## config.mk

```make
export PLATFORM = sky130hd
export DESIGN_NAME = div_share_ctrl
export DESIGN_NICKNAME = d
export VERILOG_FILES = /design/src/rtl/div_share_ctrl_pkg.sv /design/src/rtl/div_rr_arbiter.sv /design/src/rtl/div_share_ctrl.sv
export SDC_FILE = /design/constraint.sdc
export NUM_CORES = 1
export LEC_CHECK = 0
export ABC_CLOCK_PERIOD_IN_PS = 2400
export BUFFER_PORTS_ARGS = -buffer_cell sky130_fd_sc_hd__buf_2
export CORE_MARGIN = 10
export CORE_UTILIZATION = 52
export DETAILED_ROUTE_END_ITERATION = 16
export PLACE_DENSITY = 0.84
export SYNTH_ARGS = -nofsm -noshare
export SYNTH_HDL_FRONTEND = slang
export SYNTH_HIERARCHICAL = 1
export SYNTH_SLANG_ARGS = --single-unit
export TNS_END_PERCENT = 20
```

## constraint.sdc

```tcl
create_clock -name CLK -period 2.4 [get_ports CLK]
set_clock_uncertainty 0.2 [all_clocks]
set_input_delay 0.48 -clock CLK [delete_from_list [all_inputs] [get_ports CLK]]
set_output_delay 0.48 -clock CLK [all_outputs]
set_load 0.005 [all_outputs]
```

## src/rtl/div_share_ctrl_pkg.sv

```systemverilog
// Shared definitions for the time-shared restoring divider controller.
package div_share_ctrl_pkg;

  typedef enum logic [1:0] {
    StIdle = 2'd0,
    StIter = 2'd1,
    StDone = 2'd2
  } state_e;

  // Step-counter width for a WL-bit divide; at least one bit.
  function automatic int unsigned cnt_width(input int unsigned wl);
    return (wl > 1) ? $clog2(wl) : 1;
  endfunction

  // Requester index width; at least one bit.
  function automatic int unsigned id_width(input int unsigned nreq);
    return (nreq > 1) ? $clog2(nreq) : 1;
  endfunction

endpackage

```

## src/rtl/div_rr_arbiter.sv

```systemverilog
// Round-robin arbiter: one-hot grant plus winner index, pointer advances past each winner.
module div_rr_arbiter
  import div_share_ctrl_pkg::*;
#(
  parameter int unsigned NREQ = 2,
  parameter int unsigned IDW  = id_width(NREQ)
) (
  input  logic            clk_i,
  input  logic            rst_i,
  input  logic [NREQ-1:0] req_i,
  input  logic            upd_i,
  output logic [NREQ-1:0] gnt_o,
  output logic [IDW-1:0]  idx_o
);

  logic [IDW-1:0] ptr_q, ptr_d;
  logic           found;
  logic [IDW-1:0] cand_idx;
  int unsigned    cand;

  // Search from the pointer upward, wrapping modulo NREQ.
  always_comb begin
    gnt_o    = '0;
    idx_o    = '0;
    found    = 1'b0;
    cand     = 0;
    cand_idx = '0;
    for (int unsigned k = 0; k < NREQ; k++) begin
      cand     = (32'(ptr_q) + k) % NREQ;
      cand_idx = IDW'(cand);
      if (!found && req_i[cand_idx]) begin
        found          = 1'b1;
        gnt_o[cand_idx] = 1'b1;
        idx_o          = cand_idx;
      end
    end
  end

  always_comb begin
    ptr_d = ptr_q;
    if (upd_i && found) begin
      ptr_d = (idx_o == IDW'(NREQ - 1)) ? '0 : idx_o + IDW'(1);
    end
  end

  always_ff @(posedge clk_i) begin
    if (rst_i) begin
      ptr_q <= '0;
    end else begin
      ptr_q <= ptr_d;
    end
  end

endmodule

```

## src/rtl/div_share_ctrl.sv

```systemverilog
// Controller letting NREQ clients time-share one WL-step restoring divider.
module div_share_ctrl
  import div_share_ctrl_pkg::*;
#(
  parameter int unsigned WL   = 4,
  parameter int unsigned NREQ = 2
) (
  input  logic                 CLK,
  input  logic                 RST,
  input  logic [NREQ-1:0]      req_valid,
  input  logic [NREQ*WL-1:0]   req_dividend,
  input  logic [NREQ*WL-1:0]   req_divisor,
  output logic [NREQ-1:0]      req_ready,
  output logic [NREQ-1:0]      rsp_valid,
  output logic [WL-1:0]        quotient,
  output logic [WL-1:0]        remainder,
  output logic                 div_by_zero,
  output logic                 busy
);

  localparam int unsigned IDW  = id_width(NREQ);
  localparam int unsigned CntW = cnt_width(WL);

  state_e          state_q, state_d;
  logic [CntW-1:0] cnt_q, cnt_d;
  logic [WL-1:0]   dvd_q, dvd_d;
  logic [WL-1:0]   dsr_q, dsr_d;
  logic [WL-1:0]   rem_q, rem_d;
  logic [IDW-1:0]  id_q, id_d;
  logic [WL-1:0]   quo_q, quo_d;
  logic [WL-1:0]   rmd_q, rmd_d;

  logic [NREQ-1:0] gnt;
  logic [IDW-1:0]  win_idx;
  logic            hs;
  logic [WL:0]     shifted, trial;
  logic [WL-1:0]   rem_nxt, dvd_nxt;

  div_rr_arbiter #(
    .NREQ (NREQ),
    .IDW  (IDW)
  ) u_arb (
    .clk_i (CLK),
    .rst_i (RST),
    .req_i (req_valid),
    .upd_i (state_q == StIdle),
    .gnt_o (gnt),
    .idx_o (win_idx)
  );

  assign req_ready = (state_q == StIdle) ? gnt : '0;
  assign hs        = |(req_valid & req_ready);

  // The kept remainder is always below 2^WL, so only the shifted/trial value needs WL+1 bits.
  always_comb begin
    shifted = {rem_q, dvd_q[WL-1]};
    trial   = shifted - {1'b0, dsr_q};
    rem_nxt = trial[WL] ? shifted[WL-1:0] : trial[WL-1:0];
    dvd_nxt = {dvd_q[WL-2:0], ~trial[WL]};
  end

  always_comb begin
    state_d = state_q;
    cnt_d   = cnt_q;
    dvd_d   = dvd_q;
    dsr_d   = dsr_q;
    rem_d   = rem_q;
    id_d    = id_q;
    quo_d   = quo_q;
    rmd_d   = rmd_q;
    unique case (state_q)
      StIdle: begin
        if (hs) begin
          dvd_d   = req_dividend[32'(win_idx)*WL +: WL];
          dsr_d   = req_divisor[32'(win_idx)*WL +: WL];
          id_d    = win_idx;
          rem_d   = '0;
          cnt_d   = '0;
          state_d = StIter;
        end
      end
      StIter: begin
        rem_d = rem_nxt;
        dvd_d = dvd_nxt;
        cnt_d = cnt_q + CntW'(1);
        if (cnt_q == CntW'(WL - 1)) begin
          quo_d   = dvd_nxt;
          rmd_d   = rem_nxt;
          state_d = StDone;
        end
      end
      StDone: begin
        state_d = StIdle;
      end
      default: begin
        state_d = StIdle;
      end
    endcase
  end

  always_ff @(posedge CLK) begin
    if (RST) begin
      state_q <= StIdle;
      cnt_q   <= '0;
      dvd_q   <= '0;
      dsr_q   <= '0;
      rem_q   <= '0;
      id_q    <= '0;
      quo_q   <= '0;
      rmd_q   <= '0;
    end else begin
      state_q <= state_d;
      cnt_q   <= cnt_d;
      dvd_q   <= dvd_d;
      dsr_q   <= dsr_d;
      rem_q   <= rem_d;
      id_q    <= id_d;
      quo_q   <= quo_d;
      rmd_q   <= rmd_d;
    end
  end

  assign rsp_valid   = (state_q == StDone) ? (NREQ'(1) << id_q) : '0;
  assign quotient    = quo_q;
  assign remainder   = rmd_q;
  assign div_by_zero = (state_q == StDone) && (dsr_q == '0);
  assign busy        = (state_q != StIdle);

endmodule

```

==> results_tabular.tex <==
\begin{tabular}{lr}
\hline
Metric & Value \\
\hline
\multicolumn{2}{l}{\textbf{Hold path}} \\
\quad HP Start & req\_valid[0] \\
\quad Hold Path Depth & 3 \\
\quad Path category of the worst min-delay check & in -> reg \\
\multicolumn{2}{l}{\textbf{Critical path}} \\
\quad Critical path launch point & dvd\_q[3]\$\_SDFFE\_PP0P\_ \\
\quad FF-to-FF Start & dvd\_q[3]\$\_SDFFE\_PP0P\_ \\
\quad CP endpoint kind & flip-flop \\
\quad Largest fanout of any net on the critical path & 5 \\
\quad CP Data Required Time & 2.41 ns \\
\quad Critical Setup Path Class & reg -> reg \\
\quad Path depth of the worst reg2reg path & 9 \\
\quad Setup slack of the worst register-to-register path & 0.009 ns \\
\quad Crit start category & flip-flop \\
\quad Capture point of the worst reg-to-reg path & remainder[3]\$\_SDFFE\_PP0P\_ \\
\quad Arrival time reported for the critical path endpoint & 2.40 ns \\
\multicolumn{2}{l}{\textbf{Floorplan}} \\
\quad Core Rows & 18 \\
\quad Number of primary I/O pins & 34 \\
\quad Die area & 5241 um2 \\
\quad Die width & 72.40 um \\
\quad Starting density of the core & 0.5610 \\
\quad Chip height & 72.40 um \\
\quad Core Region & 2545 um2 \\
\multicolumn{2}{l}{\textbf{Routing}} \\
\quad Total via count after detailed routing & 1373 \\
\quad Routed via count divided by cell count & 5.818 \\
\quad Antenna-violating nets left & 0 \\
\quad Average wire length per cell after detail routing & 16.17 um \\
\quad WL final & 3.815 mm \\
\quad Number of design-rule violations left by the first detailed-router iteration & 100 \\
\quad Final routed DRC violation total & 0 \\
\quad Total iterations of the first detailed-routing run & 4 \\
\multicolumn{2}{l}{\textbf{Synthesis}} \\
\quad Post-synthesis area per instance & 8.549 um2 \\
\quad Syn nets & 193 \\
\quad Seq/Total Area, Yosys & 0.3646 \\
\quad Ys Warns & 6 \\
\quad Synthesized instance count & 167 \\
\quad Synth cell types & 39 \\
\quad Netlist Area Pre-Place & 1428 um2 \\
\quad Count of state elements after synthesis & 26 \\
\multicolumn{2}{l}{\textbf{Timing}} \\
\quad Minimum clock period & 2.391 ns \\
\quad Post-Route Hold Slack & 0.2466 ns \\
\quad Slew Viols, Final & 0 \\
\quad Fin crit share & 0.9963 \\
\quad Worst slew margin relative to its limit & 0.6494 \\
\quad Setup-failing EPs final & 0 \\
\quad Final-report hold violation count & 0 \\
\quad Transition time at the pin with the least slew margin & 0.5259 ns \\
\quad Max Fclk & 418.2 MHz \\
\multicolumn{2}{l}{\textbf{Run}} \\
\quad Count of max-cap constraint violations & 0 \\
\multicolumn{2}{l}{\textbf{Placement}} \\
\quad Port buffer count & 33 \\
\quad Global placement routability congestion & 0.8171 \\
\quad Total half-perimeter wirelength after legalization and detailed placement & 2.708 mm \\
\multicolumn{2}{l}{\textbf{Global routing}} \\
\quad Antenna violations before repair & 0 \\
\quad First-pass GRT wire length & 6.168 mm \\
\quad Largest net degree at the start of global routing & 30 \\
\quad Via count of the first global-routing pass & 1353 \\
\quad Overall overflow remaining after global route & 0 \\
\quad GRT Resource Usage Total & 0.1393 \\
\multicolumn{2}{l}{\textbf{Power}} \\
\quad Static Leak & 0.7603 nW \\
\quad Power density normalized to cell area & 698.7 nW/um2 \\
\quad Worst voltage drop across the vdd grid & 554.2 uV \\
\multicolumn{2}{l}{\textbf{Finish}} \\
\quad Final Core Density & 0.6908 \\
\quad Signed area change from the synthesized netlist to the final layout & 23.14\% \\
\quad Count of antenna diodes in the layout & 0 \\
\quad Leading cell type in the layout, fill and taps excluded & buf\_2 \\
\quad Most frequent cells in the layout & 33 x buf\_2, 24 x dfxtp\_1, 21 x nor2\_1 \\
\quad Fraction of final layout cells sized beyond drive strength 1 & 0.3058 \\
\quad Nets & 233 \\
\multicolumn{2}{l}{\textbf{Clock tree}} \\
\quad Number of clock buffers inserted by TritonCTS & 3 \\
\quad Clock tree from TritonCTS & yes \\
\quad Post-CTS Hold Buffers & 0 \\
\quad Clk slew on worst S/H paths & 0.15 ns \\
\quad H-tree depth reported by CTS & 1 \\
\quad Clock tree buffer depth & 2 \\
\quad Clock root buffer & clkbuf\_4 \\
\quad Clk Latency, worst-skew pair & 0.33 ns \\
\quad Number of clock sinks & 26 \\
\multicolumn{2}{l}{\textbf{Status}} \\
\quad Run status & complete, no violations \\
\hline
\end{tabular}
==> what timing repair did <==
item | 4_1_cts | 5_1_grt
setup endpoints to repair | 2 | 9
resized for setup | 2 | 9
pin swaps | 2 | 5
endpoints found under the hold margin | 0 | 0
buffers inserted | 3 | 3
==> critical path: stages, from the launching register on <==
cell and delay, ns:
dfxtp_4 0.38, inv_4 0.06, ha_4 0.12, inv_2 0.04, fa_2 0.39, a21o_1 0.21, a21oi_4 0.23, xnor2_4 0.18
mux2i_2 0.34, a211oi_1 0.11
==> stage by stage <==
stage	total power (W)	TNS, ns	cells	worst slack [ns]	area (um2)
floorplan	0.0007587	0	167	0.1727	1428
finish	0.001228	0	236	0.008977	1758
CTS	0.001196	0	233	0.008471	1709
global placement	0.0008291	0	226	0.1434	1629
global route	0.001287	-0.1325	236	-0.07346	1758
detailed placement	0.0008509	0	226	0.02080	1629
==> layout make-up <==
| cell class | count | area (um2) |
|---|---|---|
| repair buffers | 45 | 255.2 |
| flip-flops and latches | 26 | 525.5 |
| clock inverters | 1 | 30.03 |
| well taps | 30 | 37.54 |
| fillers | 194 | 787.0 |
| clock buffers | 3 | 22.52 |
| inverters | 8 | 32.53 |
| multi-input cells | 123 | 854.6 |
==> layer usage <==
metal  global-route usage  up-vias  part of all wire
li1                     -      663                 -
met1               0.1459      659              0.40
met2               0.2604       41              0.53
met3              0.04626       10             0.051
met4              0.03165        0             0.019
met5                    0        -                 0
==> cell usage after synthesis, drive strengths merged <==
cell	count	area (um2)
buf	7	40.03
mux2	1	11.26
o211ai	4	30.03
a21o	3	23.77
a211oi	6	45.04
nor3	3	15.01
a21boi	3	22.52
fa	1	20.02
nand3	1	5.000
mux2i	13	130.1
inv	8	30.03
ha	5	62.56
clkbuf	3	11.26
nor2b	1	6.260
a31oi	1	6.260
o21ai	1	5.000
o32ai	1	8.760
nand3b	4	30.03
o31ai	2	15.01
nand2	19	71.32
a22oi	1	7.510
o22ai	1	6.260
o2111ai	1	8.760
nand2b	3	18.77
nor3b	1	7.510
or4	1	7.510
dfxtp	26	520.5
nor2	21	78.83
a21bo	1	10.01
a21oi	17	100.1
xor2	1	8.760
xnor2	3	45.05
and2	3	18.77
==> report_power, final <==
part,total [W],switching [W],internal (W)
Sequential,0.000494,0.0000332,0.000461
Combinational,0.000428,0.000214,0.000214
Clock,0.000306,0.000137,0.000169
==> flip-flops by register name, summed over array words and instances (netlist names), named ones only <==
name,cells
remainder,4
rem_q,4
id_q,1
dvd_q,4
state_q,2
cnt_q,2
quotient,4
dsr_q,4
==> worst max path at each step <==
stage                                     end  slack (ns)  cells past startpoint
floorplan           remainder[3]$_SDFFE_PP0P_        0.17                      9
global placement    remainder[3]$_SDFFE_PP0P_        0.14                      9
detailed placement  remainder[3]$_SDFFE_PP0P_        0.02                      9
CTS                     rem_q[3]$_SDFFE_PP0P_       0.008                      9
global route        remainder[3]$_SDFFE_PP0P_       -0.07                      9
finish              remainder[3]$_SDFFE_PP0P_       0.009                      9
==> kinds of logic (layout without fill, tap and decap cells) <==
| logic type | Yosys count | after routing | synth area share |
|---|---|---|---|
| and+or+nand+nor | 57 | 57 | 0.1814 |
| buffers and inverters | 18 | 57 | 0.05696 |
| adders and majority gates | 6 | 6 | 0.05784 |
| xor gates and xnor gates | 4 | 4 | 0.03769 |
| muxes | 14 | 14 | 0.09903 |
| DFF | 26 | 26 | 0.3646 |
| AOI/OAI and AO/OA | 42 | 42 | 0.2025 |
No activity file was read; power rests on OpenSTA's default activity.
